File: src/rtl/ex_issue_ctrl_pkg.sv
// Shared definitions for the EX issue controller: default sizes, FSM encoding, issue-entry width.
// Operand width follows `REGISTER_WIDTH (16 when the build does not set it).
`ifndef REGISTER_WIDTH
`define REGISTER_WIDTH 16
`endif
package ex_issue_ctrl_pkg;
  localparam int EXQ_DEPTH  = 4;
  localparam int EXQ_TAG_W  = 4;
  localparam int EX_LATENCY = 2;
  localparam int EXQ_REG_WD = `REGISTER_WIDTH;
  localparam int CTRL_W     = 7;

  typedef enum logic [1:0] {
    S_IDLE  = 2'd0,
    S_RUN   = 2'd1,
    S_DRAIN = 2'd2
  } state_e;

  function automatic int entry_w(input int reg_wd, input int tag_w);
    return 3 * reg_wd + CTRL_W + tag_w;
  endfunction
endpackage

File: src/rtl/ex_issue_ctrl_if.sv
// Decode -> issue-controller handshake: one decoded op per transfer (valid & ready).
interface ex_issue_ctrl_if import ex_issue_ctrl_pkg::*; #(
  parameter int REG_WD = EXQ_REG_WD,
  parameter int TAG_W  = EXQ_TAG_W
);
  logic              dec_valid;
  logic              dec_ready;
  logic [REG_WD-1:0] dec_src1;
  logic [REG_WD-1:0] dec_src2;
  logic [REG_WD-1:0] dec_imm;
  logic [CTRL_W-1:0] dec_control;
  logic [TAG_W-1:0]  dec_tag;

  modport master (output dec_valid, dec_src1, dec_src2, dec_imm, dec_control, dec_tag,
                  input  dec_ready);
  modport slave  (input  dec_valid, dec_src1, dec_src2, dec_imm, dec_control, dec_tag,
                  output dec_ready);
endinterface

File: src/rtl/ex_issue_ctrl_fifo.sv
// exq_fifo: synchronous FIFO with push/pop/clear; full/empty/count come straight from registers.
module exq_fifo #(
  parameter int DEPTH = 4,
  parameter int W     = 8
) (
  input  logic                     clock,
  input  logic                     reset,
  input  logic                     push,
  input  logic                     pop,
  input  logic                     clear,
  input  logic [W-1:0]             din,
  output logic [W-1:0]             dout,
  output logic                     full,
  output logic                     empty,
  output logic [$clog2(DEPTH):0]   count
);
  localparam int AW = $clog2(DEPTH);

  logic [DEPTH-1:0][W-1:0] mem_q;
  logic [AW-1:0] wr_ptr_q, wr_ptr_d, rd_ptr_q, rd_ptr_d;
  logic [AW:0]   cnt_q, cnt_d;
  logic          do_push, do_pop;

  assign full  = (cnt_q == (AW+1)'(DEPTH));
  assign empty = (cnt_q == '0);
  assign count = cnt_q;
  assign dout  = mem_q[rd_ptr_q];

  always_comb begin
    do_push  = push && !full;
    do_pop   = pop && !empty;
    // DEPTH is a power of two, so natural pointer overflow is the mod-DEPTH wrap
    wr_ptr_d = wr_ptr_q + AW'(do_push);
    rd_ptr_d = rd_ptr_q + AW'(do_pop);
    cnt_d    = cnt_q + (AW+1)'(do_push) - (AW+1)'(do_pop);
    if (clear) begin
      wr_ptr_d = '0;
      rd_ptr_d = '0;
      cnt_d    = '0;
    end
  end

  always_ff @(posedge clock or negedge reset) begin
    if (!reset) begin
      wr_ptr_q <= '0;
      rd_ptr_q <= '0;
      cnt_q    <= '0;
    end else begin
      wr_ptr_q <= wr_ptr_d;
      rd_ptr_q <= rd_ptr_d;
      cnt_q    <= cnt_d;
    end
  end

  always_ff @(posedge clock) begin
    if (do_push && !clear) mem_q[wr_ptr_q] <= din;
  end
endmodule

File: src/rtl/ex_issue_ctrl.sv
// Execute-stage issue controller: queues decoded ops, issues one per cycle, tracks them through EX.
// FIFO_BYPASS_EN: an op arriving at an empty queue goes straight to the issue registers.
module ex_issue_ctrl import ex_issue_ctrl_pkg::*; #(
  parameter int DEPTH  = EXQ_DEPTH,
  parameter int TAG_W  = EXQ_TAG_W,
  parameter int EX_LAT = EX_LATENCY,
  parameter int REG_WD = EXQ_REG_WD
) (
  input  logic              clock,
  input  logic              reset,
  ex_issue_ctrl_if.slave    dec,
  input  logic              hold,
  input  logic              flush,
  output logic              enable_ex,
  output logic [REG_WD-1:0] src1,
  output logic [REG_WD-1:0] src2,
  output logic [REG_WD-1:0] imm,
  output logic [CTRL_W-1:0] control_in,
  output logic              res_valid,
  output logic [TAG_W-1:0]  res_tag,
  output logic              busy
);
  localparam int EW = entry_w(REG_WD, TAG_W);
  localparam int CW = $clog2(DEPTH) + 1;

  state_e state_q, state_d;
  logic   rdy_en_q;
  logic   acc, byp, issue, push;
  logic   full, empty;
  logic [CW-1:0] count;
  logic [EW-1:0] fifo_din, fifo_dout, iss_ent;

  logic [REG_WD-1:0] src1_q, src1_d, src2_q, src2_d, imm_q, imm_d;
  logic [CTRL_W-1:0] ctrl_q, ctrl_d;
  // stage 0 is the issue strobe itself; stage EX_LAT lines up with aluout/carry
  logic [EX_LAT:0]            vld_pipe_q, vld_pipe_d;
  logic [EX_LAT:0][TAG_W-1:0] tag_pipe_q, tag_pipe_d;

  assign fifo_din = {dec.dec_src1, dec.dec_src2, dec.dec_imm, dec.dec_control, dec.dec_tag};

  exq_fifo #(.DEPTH(DEPTH), .W(EW)) u_fifo (
    .clock (clock),
    .reset (reset),
    .push  (push),
    .pop   (issue),
    .clear (flush),
    .din   (fifo_din),
    .dout  (fifo_dout),
    .full  (full),
    .empty (empty),
    .count (count)
  );

  always_comb begin
    dec.dec_ready = rdy_en_q && !full && (state_q != S_DRAIN) && !flush;
    acc           = dec.dec_valid && dec.dec_ready;
`ifdef FIFO_BYPASS_EN
    byp           = acc && empty && !hold;
`else
    byp           = 1'b0;
`endif
    // IDLE with a non-empty queue is already on its way to RUN; issuing there keeps accept->issue at one edge
    issue         = (state_q != S_DRAIN) && !empty && !hold && !flush;
    push          = acc && !byp;
    iss_ent       = byp ? fifo_din : fifo_dout;
  end

  always_comb begin
    src1_d = src1_q;
    src2_d = src2_q;
    imm_d  = imm_q;
    ctrl_d = ctrl_q;
    if (issue || byp) {src1_d, src2_d, imm_d, ctrl_d} = iss_ent[EW-1:TAG_W];
    vld_pipe_d = {vld_pipe_q[EX_LAT-1:0], issue || byp};
    tag_pipe_d = {tag_pipe_q[EX_LAT-1:0], (issue || byp) ? iss_ent[TAG_W-1:0] : TAG_W'(0)};
  end

  always_comb begin
    state_d = state_q;
    unique case (state_q)
      S_IDLE:  if (!empty || byp) state_d = S_RUN;
      S_RUN:   if (empty && !(|vld_pipe_q)) state_d = S_IDLE;
      S_DRAIN: if (!(|vld_pipe_q)) state_d = S_IDLE;
      default: state_d = S_IDLE;
    endcase
    if (flush) state_d = S_DRAIN;
  end

  always_ff @(posedge clock or negedge reset) begin
    if (!reset) begin
      state_q    <= S_IDLE;
      rdy_en_q   <= 1'b0;
      src1_q     <= '0;
      src2_q     <= '0;
      imm_q      <= '0;
      ctrl_q     <= '0;
      vld_pipe_q <= '0;
      tag_pipe_q <= '0;
    end else begin
      state_q    <= state_d;
      rdy_en_q   <= 1'b1;
      src1_q     <= src1_d;
      src2_q     <= src2_d;
      imm_q      <= imm_d;
      ctrl_q     <= ctrl_d;
      vld_pipe_q <= vld_pipe_d;
      tag_pipe_q <= tag_pipe_d;
    end
  end

  assign enable_ex  = vld_pipe_q[0];
  assign src1       = src1_q;
  assign src2       = src2_q;
  assign imm        = imm_q;
  assign control_in = ctrl_q;
  assign res_valid  = vld_pipe_q[EX_LAT];
  assign res_tag    = tag_pipe_q[EX_LAT];
  assign busy       = (count != '0) || (|vld_pipe_q);
endmodule

File: src/flat_wrapper.sv
// flat-port wrapper written by rule: the top's interface ports become plain ports
module ex_issue_ctrl_flat import ex_issue_ctrl_pkg::*;
#(
  parameter int DEPTH  = EXQ_DEPTH,
  parameter int TAG_W  = EXQ_TAG_W,
  parameter int EX_LAT = EX_LATENCY,
  parameter int REG_WD = EXQ_REG_WD
)
  (clock, reset, hold, flush, enable_ex, src1, src2, imm, control_in, res_valid, res_tag, busy, dec_dec_valid, dec_dec_src1, dec_dec_src2, dec_dec_imm, dec_dec_control, dec_dec_tag, dec_dec_ready);
  ex_issue_ctrl_if #(.REG_WD(REG_WD), .TAG_W(TAG_W)) dec_i ();
  input  logic clock;
  input  logic reset;
  input  logic hold;
  input  logic flush;
  output logic enable_ex;
  output logic [REG_WD-1:0] src1;
  output logic [REG_WD-1:0] src2;
  output logic [REG_WD-1:0] imm;
  output logic [CTRL_W-1:0] control_in;
  output logic res_valid;
  output logic [TAG_W-1:0] res_tag;
  output logic busy;
  input wire logic [$bits(dec_i.dec_valid)-1:0] dec_dec_valid;
  input wire logic [$bits(dec_i.dec_src1)-1:0] dec_dec_src1;
  input wire logic [$bits(dec_i.dec_src2)-1:0] dec_dec_src2;
  input wire logic [$bits(dec_i.dec_imm)-1:0] dec_dec_imm;
  input wire logic [$bits(dec_i.dec_control)-1:0] dec_dec_control;
  input wire logic [$bits(dec_i.dec_tag)-1:0] dec_dec_tag;
  output wire logic [$bits(dec_i.dec_ready)-1:0] dec_dec_ready;
  assign dec_i.dec_valid = dec_dec_valid;
  assign dec_i.dec_src1 = dec_dec_src1;
  assign dec_i.dec_src2 = dec_dec_src2;
  assign dec_i.dec_imm = dec_dec_imm;
  assign dec_i.dec_control = dec_dec_control;
  assign dec_i.dec_tag = dec_dec_tag;
  assign dec_dec_ready = dec_i.dec_ready;
  ex_issue_ctrl #(.DEPTH(DEPTH), .TAG_W(TAG_W), .EX_LAT(EX_LAT), .REG_WD(REG_WD)) u_core (.clock(clock), .reset(reset), .dec(dec_i), .hold(hold), .flush(flush), .enable_ex(enable_ex), .src1(src1), .src2(src2), .imm(imm), .control_in(control_in), .res_valid(res_valid), .res_tag(res_tag), .busy(busy));
endmodule
File: config.mk
export PLATFORM = sky130hd
export DESIGN_NAME = ex_issue_ctrl_flat
export DESIGN_NICKNAME = d
export VERILOG_FILES = /design/src/rtl/ex_issue_ctrl_pkg.sv /design/src/rtl/ex_issue_ctrl_if.sv /design/src/rtl/ex_issue_ctrl_fifo.sv /design/src/rtl/ex_issue_ctrl.sv /design/src/flat_wrapper.sv
export SDC_FILE = /design/constraint.sdc
export NUM_CORES = 1
export LEC_CHECK = 0
export ABC_CLOCK_PERIOD_IN_PS = 6900
export CAP_MARGIN = 20
export CORE_UTILIZATION = 49
export CTS_CLUSTER_SIZE = 25
export DETAILED_ROUTE_END_ITERATION = 7
export PLACE_DENSITY_LB_ADDON = 0.25
export REMOVE_ABC_BUFFERS = 1
export SETUP_SLACK_MARGIN = 0.02
export SLEW_MARGIN = 20
export SYNTH_ARGS = -nofsm -noshare
export SYNTH_HDL_FRONTEND = slang
export SYNTH_SLANG_ARGS = --single-unit
export TNS_END_PERCENT = 5
File: constraint.sdc
create_clock -name clock -period 6.9 [get_ports clock]
set_input_delay 1.38 -clock clock [delete_from_list [all_inputs] [get_ports clock]]
set_output_delay 1.38 -clock clock [all_outputs]
set_load 0.005 [all_outputs]
== Yosys cells after proc, flatten, opt, wreduce, memory -nomap -nowiden ==
Cells that the tools add are included.
Operators by class
  add/subtract/negate cells: 4
  magnitude comparators: 3
  equal/unequal tests: 7
  multiplexer cells: 14
  reduce and logical (&&, ||, !) cells: 23
Operators with widths (number)
  bitwise mux 236 bit: 1
  binary-select mux 59 bit (select 2 bit): 1
  demux 59 bit (select 2 bit): 1
  2-to-1 mux 59 bit: 2
  logical AND 1 bit: 12
  2-to-1 mux 2 bit: 6
  < comparator 2 x 3 -> 1 bit (second input constant): 2
  inequality test 3 bit (second input constant): 2
  one-hot mux 2 bit (3 select lines): 1
  zero test 1 bit: 5
  adder 2 x 1 -> 2 bit: 2
  2-to-1 mux 4 bit: 1
  adder 3 x 1 -> 3 bit: 1
  equality test 3 bit (second input constant): 1
  zero test 3 bit: 1
  2-to-1 mux 3 bit: 1
  inequality test 3 x 2 -> 1 bit (second input constant): 1
  AND reduction 3 bit: 1
  nonzero test 3 bit: 1
  OR reduction 3 bit: 1
  subtractor 3 x 1 -> 3 bit: 1
  equality test 2 x 1 -> 1 bit (second input constant): 1
  equality test 2 bit (second input constant): 1
  greater-or-equal comparator 2 x 1 -> 1 bit (second input constant): 1
  other kinds (3): 3
Word-level totals
  flip-flop bits (word level): 316
  input bits: 64

== Depth between registers and ports, before layout ==
Gate-level depths: netlist of the first run.
  depth after elaboration: 10
  mapped depth: 13
  gate-level depth less buffers: 12

== Hierarchy ==
A second synthesis of the first run with hierarchy kept.
Second synthesis, totals
  cells, all modules: 493
  area, all modules: 11544.8 um2
Modules (own cells, without submodules)
  exq_fifo: instances 1, cells an instance 345, area each 8926.1 um2, seq. area each 7262.0 um2
  ex_issue_ctrl: instances 1, cells an instance 148, area each 2618.8 um2, seq. area each 1826.8 um2

== Least setup slack after synthesis of the first run ==
No wires, ideal clock.
  path type: input -> register
  start: input port flush
  end: register u_core.u_fifo.mem_q[100] in the netlist's numbering, enable pin
  setup time: 642 ps
  arrival: 7974 ps
  required time: 6258 ps
  setup slack: -1716 ps
  cell stages on the path: 4
  buffers on the path: 1
  cell sequence: clkbuf_1 > inv_1 > nand4_1 > nor4b_1
Between the ends
  longest elaborated chain between the ends: 5
RTL lines
  from (decl): line flat_wrapper.sv:14  | input logic flush;
  zero test 1 bit *: line ex_issue_ctrl_fifo.sv:56, ex_issue_ctrl.sv:55
  logical AND 1 bit: line ex_issue_ctrl.sv:55  | dec.dec_ready = rdy_en_q && !full && (state_q != S_DRAIN) && !flush;
  logical AND 1 bit: line ex_issue_ctrl.sv:56  | acc = dec.dec_valid && dec.dec_ready;
  logical AND 1 bit: line ex_issue_ctrl_fifo.sv:30  | do_push = push && !full;
  logical AND 1 bit *: line ex_issue_ctrl_fifo.sv:56  | if (do_push && !clear) mem_q[wr_ptr_q] <= din;
  to (signal, indexed assignment): line ex_issue_ctrl_fifo.sv:56
  to (decl): line ex_issue_ctrl_fifo.sv:19  | logic [DEPTH-1:0][W-1:0] mem_q;
Mark *: on every way between the ends. The rest lies on a longest branch, timed or not.
A chain may end at the register's enable or synchronous reset.

== Worst setup path after layout of the first run ==
  start: input port flush
  end: output port dec_dec_ready
Between the ends
  longest elaborated chain between the ends: 2
RTL lines
  zero test 1 bit: line ex_issue_ctrl.sv:55
  logical AND 1 bit: line ex_issue_ctrl.sv:55
  to (decl): line flat_wrapper.sv:29  | output wire logic [$bits(dec_i.dec_ready)-1:0] dec_dec_ready;
Every way passes these cells.

==> summary by stage, run 1 <==
Setup path
Of all nets on the critical path, the largest fanout is 11. The most critical setup path has its startpoint at flush. The reg2reg setup slack is 4.10 ns.

The startpoint identified for the worst register-to-register timing path is u_core.u_fifo.count[1]. The start-to-end type of the worst setup path is input pin to primary output. Following the worst setup path forward leads to its endpoint at dec_dec_ready. The endpoint class of the critical path is a primary output. The sort of element at the start of the critical path is an input pin. The data arrival at the endpoint of the critical path is 3.21 ns. The endpoint identified for the worst register-to-register timing path is u_core.u_fifo.count[2]. The count of cells along the worst register-to-register path is 12. Data on the critical path is required at its endpoint by roughly 5.5 ns.

Global routing
Entering global routing, the biggest net connects 61 pins. The number of antenna violations at the first check in global routing was 0. The number of global-route vias before repair is 5614. The first global-routing pass estimated 31200 um of wire. Across every metal layer, demand over resource in global routing totals about 17%. The total global routing overflow is 0.

Clock tree
The number of buffers created by CTS is 31. After clock tree synthesis, the clock-pin slew on the worst setup and hold paths is 0.06 ns. The number of clock sinks is 316. TritonCTS built the clock tree. The hold buffer count at cts is 0. The number of H-tree branching levels is 1. The cell at the root of the clock tree is sky130_fd_sc_hd__clkbuf_16. The total of cells resized after clock tree synthesis is 0.

The clock passes through at most 3 buffers. At the later pin of the worst-skew pair, clock insertion delay measures 0.55 ns. Buffers added to address setup during post-CTS repair amount to 0.

Synth
By count the netlist is led by sky130_fd_sc_hd__edfxtp_1, sky130_fd_sc_hd__dfrtp_1, sky130_fd_sc_hd__mux4_2, sky130_fd_sc_hd__mux2_2, sky130_fd_sc_hd__buf_2. The number of instances in the synthesized netlist is 496. Summing the sequential cell areas from Yosys gives 78.95% of the chip area. In the synthesized netlist, mux cells make up 17.12% of the area. Synthesis inferred 316 register bits.

The dominant cell by count in the synthesized netlist is sky130_fd_sc_hd__edfxtp_1. In the synthesized netlist the async set-or-reset flop fraction comes to 25.32%. The cell type contributing the most total cell area after synthesis is sky130_fd_sc_hd__edfxtp_1. The area share of fa/ha/maj cells after synthesis is 0.6086%.

Summing the areas of all compound-gate instances in the mapped netlist gives 0.1087% of the synthesized area. Sorting the synthesized cells by area gives the leading types as sky130_fd_sc_hd__edfxtp_1, sky130_fd_sc_hd__dfrtp_1, sky130_fd_sc_hd__mux4_2. The main flop type after synthesis is sky130_fd_sc_hd__edfxtp_1. The share of synthesized area in the top cell type comes to 61.56%. The synthesized netlist devotes between 1.5 and 2% of its cell area to simple gates. The synthesized netlist occupies a cell area of roughly 12000 um^2. The post-synthesis share of cell area spent on xor and xnor gates is 0.2282%.

The mean post-synth cell area is 23.21 um^2. The count of different cell masters after synthesis is 30. In this run, synthesis inferred about 240 flip-flops with an integrated enable. During synthesis, Yosys emitted a total of 0 warnings. The main combinational cell family by area after synthesis is multiplexers.

Detailed routing
Dividing the detail-routed wire length by the instance count gives between 20 and 25 um. Dividing the detail-routed via count by the number of cells gives 5.285. The final layout contains routed wiring with a total length of 19850 um. Once detail routing completed, the nets flagged for antenna violations numbered 0.

The remaining routing DRC violations is 0. The via count is 5179. The first TritonRoute pass finished after 4 iterations. The starting DRC count in detailed routing is 240.

STA
Setup repair after global routing left no endpoint under its margin. The shortest period the worst path allows is 4.592 ns. The highest clock frequency the design can meet is about 220 MHz. The final hold violation count is 0. Hold is met by 0.3489 ns. Across the routed clock network, the largest skew measured is roughly 0.019 ns.

The share of the clock period used by the worst path after layout is 66.54%. The max-slew violation count is 0. In this run the tightest slew margin relative to its limit is 35.28%. The worst-margin pin slew is just under 1 ns. The number of failing setup endpoints in the final timing report is 0.

Layout
The final core utilization is 62.26%. The area occupied by multi-input gates is around 2300 um^2. The number of fill cells in the layout is 1654.

The sequential cell area is 9094 um^2. The number of nets in the layout is around 700. The number of antenna diodes in the final layout is 0. After the flow finishes, the layout carries non-filler instances totaling 980. Compared with the post-synthesis result, the final layout area differs by 23.56%. The fraction of final layout cells sized beyond drive strength 1 is 27.74%.

Min path
The path class of the tightest hold or removal check is flop to flop. Counting instances, the worst hold path has a depth of 0.

Placement
At the end of routability-driven placement, the weighted congestion stood at 0.7014. Port buffering added 126 buffers. Counting tap cells, the placed design contains a total of a little over 900 instances.

The half-perimeter wire length after detailed placement is roughly 11000 um.

Power and ir drop
For this design the ratio of total power to cell area is 326.3 nW/um^2. VDD sags by at most 276.8 uV. The power consumption is roughly 4.6 mW.

For this design the static power due to leakage is 4.946 nW.

Floorplanning
For this configuration, the core starts out at a cell density of about half. The die is 155.3 um wide. The row count is 55. After floorplanning, the core was sized to cover 22850 um^2. Measured along the y axis, the die boundary spans 155.3 um. The floorplan step defined a die boundary enclosing 24110 um^2. The boundary pin count is 127.

Run status
The flow ran to the end, and the final reports show no timing, DRC or antenna violations.

Run
Max-cap violations in this run came to 0.
## per-stage QoR
| stage | setup TNS, ns | cell area (um^2) | worst slack, ns |
|---|---|---|---|
| global route | 0 | 14220 | 2.218 |
| floorplan | -233.88 | 11380 | -1.503 |
| CTS | 0 | 14220 | 2.339 |
| finish | 0 | 14220 | 2.308 |
| global placement | 0 | 13120 | 2.437 |
| detailed placement | 0 | 13120 | 2.352 |
## cells by family after synthesis
family	count (synthesis)
AOI/OAI and AO/OA	2
xor gates and xnor gates	3
adders and majority gates	5
buffers and inverters	26
DFF	316
muxes	114
other	1
and+or+nand+nor	29
## how the worst min path moves through the flow
stage	from	end	slack, ns
floorplan	u_core.tag_pipe_d[8]	u_core.res_tag[0]	0.33
global placement	u_core.tag_pipe_d[10]	u_core.res_tag[2]	0.34
detailed placement	u_core.tag_pipe_d[10]	u_core.res_tag[2]	0.33
CTS	u_core.tag_pipe_d[10]	u_core.res_tag[2]	0.35
global route	u_core.tag_pipe_d[10]	u_core.res_tag[2]	0.35
finish	u_core.tag_pipe_d[5]	u_core.tag_pipe_d[9]	0.35
## where the power goes
group | internal (mW) | switching (mW)
Combinational | 0.405 | 0.169
Clock | 1.10 | 0.684
Sequential | 2.20 | 0.0847
## flip-flops by register name, summed over array words and instances (netlist names)
register and flops:
u_core.rdy_en_q 1, u_core.vld_pipe_q 3, u_core.src2 16, u_core.u_fifo.rd_ptr_q 2
u_core.imm 16, u_core.u_fifo.count 3, u_core.u_fifo.mem_q 236, u_core.src1 16
u_core.state_q 2, u_core.tag_pipe_d 8, u_core.control_in 7, u_core.res_tag 4
u_core.u_fifo.wr_ptr_q 2
## routing by layer
metal / global-route usage (%) / vias up / routed length, um
met4: 4.155 / 0 / 353
li1: - / 2308 / -
met5: 0 / - / 0
met1: 23.01 / 2712 / 8655
met2: 28.70 / 128 / 9765
met3: 3.816 / 31 / 1073
## cell usage in the layout, fill, tap and decap left out, types with 2 or more instances in the layout
| cell type | n |
|---|---|
| sky130_fd_sc_hd__and2_1 | 5 |
| sky130_fd_sc_hd__xnor2_1 | 2 |
| sky130_fd_sc_hd__clkdlybuf4s50_1 | 125 |
| sky130_fd_sc_hd__buf_4 | 9 |
| sky130_fd_sc_hd__inv_1 | 5 |
| sky130_fd_sc_hd__clkbuf_16 | 31 |
| sky130_fd_sc_hd__nor3_2 | 2 |
| sky130_fd_sc_hd__clkinv_1 | 3 |
| sky130_fd_sc_hd__nand2_1 | 3 |
| sky130_fd_sc_hd__nor4b_2 | 2 |
| sky130_fd_sc_hd__clkinv_4 | 2 |
| sky130_fd_sc_hd__inv_6 | 2 |
| sky130_fd_sc_hd__nor2_1 | 5 |
| sky130_fd_sc_hd__mux2_4 | 6 |
| sky130_fd_sc_hd__ha_1 | 4 |
| sky130_fd_sc_hd__edfxtp_1 | 236 |
| sky130_fd_sc_hd__bufinv_16 | 7 |
| sky130_fd_sc_hd__mux4_2 | 59 |
| sky130_fd_sc_hd__nor3_1 | 2 |
| sky130_fd_sc_hd__nand2b_1 | 2 |
| sky130_fd_sc_hd__clkbuf_1 | 2 |
| sky130_fd_sc_hd__dfrtp_1 | 78 |
| sky130_fd_sc_hd__clkinv_2 | 9 |
| sky130_fd_sc_hd__nor2b_1 | 3 |
| sky130_fd_sc_hd__mux2_2 | 49 |
## final cells by class
type / instances / area share, %
Multi-Input combinational cell: 154 / 16.14
Timing Repair Buffer: 134 / 9.271
Clock inverter: 24 / 2.173
Sequential cell: 316 / 63.93
Tap cell: 313 / 2.753
Clock buffer: 34 / 5.603
Inverter: 5 / 0.1319
## critical path, stage by stage
cell,delay (ns)
sky130_fd_sc_hd__clkdlybuf4s50_1,0.64
sky130_fd_sc_hd__inv_1,0.18
sky130_fd_sc_hd__nand4_1,0.33
sky130_fd_sc_hd__inv_1,0.17
sky130_fd_sc_hd__clkdlybuf4s50_1,0.51
No activity file was read; power rests on OpenSTA's default activity.
==> run 2: changes to the inputs <==
Settings changed: ABC_CLOCK_PERIOD_IN_PS 6900 to 4300.
Clock period 6.9 ns to 4.3 ns, I/O delays scaled along.
==> summary by stage, run 2 (synthesized netlist as in run 1, its figures left out) <==
Setup path
The worst register-to-register path ends at u_core.u_fifo.count[2]. The reg2reg setup slack was 1.39 ns (-2.71 ns). The data arrival at the endpoint of the critical path is 2.66 ns (-0.55 ns). The peak fanout along the critical path is 11 (unchanged). The count of cells along the worst register-to-register path is 12 (unchanged).

The startpoint identified for the worst register-to-register timing path is u_core.u_fifo.count[1]. The worst setup path is captured at a primary output. The start-to-end type of the worst setup path is input pin to primary output.

The worst setup path is launched from an input pin. The data required time at the worst endpoint is 3.44 ns (-2.08 ns).

Placement
The weighted congestion at the end of routability-driven global placement is 0.7467 (+6.5%). The count of input and output buffers is 126 (unchanged). The half-perimeter wire length after detailed placement came to 11320 um (+3.2%). The placement-stage cell area was 13180 um^2 (+0.44%).

The post-placement cell count is 923 (+0.11%).

STA
The final hold violation count is 0 (unchanged). The max-slew violation count is 0 (unchanged). The share of the clock period used by the worst path after layout is 81.95%. Setup repair after global routing left no endpoint under its margin. The relative slew slack came to 35.94% (+0.66 points).

The number of failing setup endpoints in the final timing report is 0 (unchanged). The setup clock skew after layout is 0.006892 ns (-0.01167 ns). For the finished layout, the period the worst path requires is between 3 and 4 ns.

The highest clock frequency the design can meet is between 200 and 300 MHz. The worst-margin pin slew is 0.9609 ns (-0.009863 ns). The setup TNS after final layout was 0 ns (unchanged).

Detailed routing
The via density per instance is 5.281 (about the same). The number of iterations in the first detailed-routing pass is 4 (unchanged). The detailed-route wire length per cell was 20.41 um (+0.79%). The count of nets left with antenna violations after detail routing is 0 (unchanged). The via count is 5165 (-0.27%). The remaining routing DRC violations is 0 (unchanged). The total length of routed wires is 19960 um (+0.58%).

The starting DRC count in detailed routing came to 311 (+30%).

Layout
The final core utilization is 62.01% (-0.25 points). The post-route standard cell area excluding fillers was 14170 um^2 (-0.40%). The number of nets in the layout was 712 (+0.14%). The antenna diode count is 0 (unchanged). The register bank with the most flops is u_core.u_fifo.mem_q. The number of flip-flops under the largest register name is 236 (unchanged).

The library cell used most frequently in the layout, excluding fill and tap cells, is sky130_fd_sc_hd__edfxtp_1. Leaving out fill and tap cells, the most frequent cells in the layout are sky130_fd_sc_hd__edfxtp_1, sky130_fd_sc_hd__clkdlybuf4s50_1, sky130_fd_sc_hd__dfrtp_1, sky130_fd_sc_hd__mux4_2, sky130_fd_sc_hd__mux2_2. The fraction of final layout cells sized beyond drive strength 1 came to 27.22% (-0.52 points). Compared with the post-synthesis result, the final layout area differs by 23.06%. The filler-free cell count of the finished design is 978 (-0.20%).

Power and ir drop
The power density relative to cell area is 505.9 nW/um^2 (+55%). The relative contribution of sequential cells to total power was 51.3% (+2.0 points). The largest voltage drop on the vdd net is 332.1 uV (+20%). The net switching fraction of the power is 20.52% (+0.32 points). The fraction of power consumed by combinational cells came to 12.8% (+0.5 points). The internal power consumption is 5.697 mW (+54%).

The reported leakage power is 4.904 nW (-0.85%). The clock share of power is 35.9% (-2.5 points). The switching component of the power is 1.470 mW (+57%).

Floorplanning
The effective utilization at floorplan is 50.39% (unchanged). The x dimension of the die was 155.3 um (unchanged). The height of the chip came to 155.3 um (unchanged).

The boundary pin count is 127 (unchanged). The row count was 55 (unchanged). The total die area is 24110 um^2 (unchanged). The area of the core is 22850 um^2 (unchanged).

Clock tree
The hold buffer count at cts was 0 (unchanged). The cell at the root of the clock tree is sky130_fd_sc_hd__clkbuf_16. The worst-case clock buffer depth came to 3 (unchanged). The clock transition at the registers of the reported paths is 0.06 ns (about the same). The number of H-tree branching levels was 1 (unchanged).

The number of clock sinks is 316 (unchanged). TritonCTS built the clock tree. The total of cells resized after clock tree synthesis came to 0 (unchanged). The number of buffers created by CTS is 31 (unchanged). The clock latency of the later-clocked register in the worst-skew pair is 0.54 ns (about the same).

The number of buffers inserted by post-CTS setup repair is 0 (unchanged).

Global routing
The first-pass GRT wire length is 32020 um (+2.6%). The number of antenna violations at the first check in global routing is 0 (unchanged). The total global routing overflow is 0 (unchanged). The number of global-route vias before repair is 5757 (+2.5%). The maximum number of pins on one net before global-route repair is 66 (+8.2%). The total routing usage reported by global routing is 17.50% (+0.39 points).

Min path
The worst hold path cell count is 0 (unchanged). In this run the worst hold path is classified as flop to flop. The worst min-delay path startpoint is u_core.tag_pipe_d[5].

The worst hold path endpoint is u_core.tag_pipe_d[9].

Run
The number of max-cap violations is 0 (unchanged).

Run status
The flow ran to the end, and the final reports show no timing, DRC or antenna violations.
==> run 2: power groups by stage <==
stage	combinational, mW	sequential, mW	clock (mW)
floorplan	0.290	3.74	0
global placement	0.914	3.73	0
detailed placement	0.930	3.74	0
CTS	0.935	3.69	2.64
global route	0.990	3.71	2.76
finish	0.917	3.68	2.57
==> run 2: per-stage QoR <==
step	worst slack [ns]	hold slack, ns	power [mW]
after floorplan	-3.583	0.3312	4.032
after global placement	0.7839	0.3356	4.643
after detailed placement	0.5260	0.3379	4.672
after CTS	0.8062	0.3486	7.258
after global routing	0.6496	0.3546	7.461
final	0.7762	0.3467	7.168
==> run 2: worst max path at each step <==
stage	from	end	slack, ns	cells after the start
after floorplan	flush	u_core.u_fifo.mem_q[100]	-3.58	3
after global placement	flush	u_core.u_fifo.count[2]	0.78	13
after detailed placement	flush	u_core.u_fifo.count[2]	0.53	13
after CTS	flush	dec_dec_ready	0.81	5
after global routing	flush	dec_dec_ready	0.65	5
final	flush	dec_dec_ready	0.78	5
==> run 2: worst max-delay path: stages <==
cell and delay, ns:
sky130_fd_sc_hd__clkdlybuf4s50_1 0.62, sky130_fd_sc_hd__inv_1 0.16, sky130_fd_sc_hd__nand4_1 0.32, sky130_fd_sc_hd__inv_1 0.18, sky130_fd_sc_hd__clkdlybuf4s50_1 0.51
==> run 2: cell type report <==
cell class | instances | area [um^2]
inverter | 5 | 18.77
clock buffer | 42 | 898.4
clock inverter | 13 | 92.59
timing repair buffer | 135 | 1376
sequential | 316 | 9094
tap | 313 | 391.6
fill | 1654 | 8680
multi-input combinational | 154 | 2296
==> run 2: per-layer routing <==
| metal | up-vias | share of wire [%] | GRT usage [%] |
|---|---|---|---|
| met1 | 2692 | 43 | 23.64 |
| li1 | 2295 | - | - |
| met4 | 0 | 1.4 | 4.108 |
| met3 | 27 | 5.9 | 3.621 |
| met5 | - | 0 | 0 |
| met2 | 151 | 50 | 29.52 |
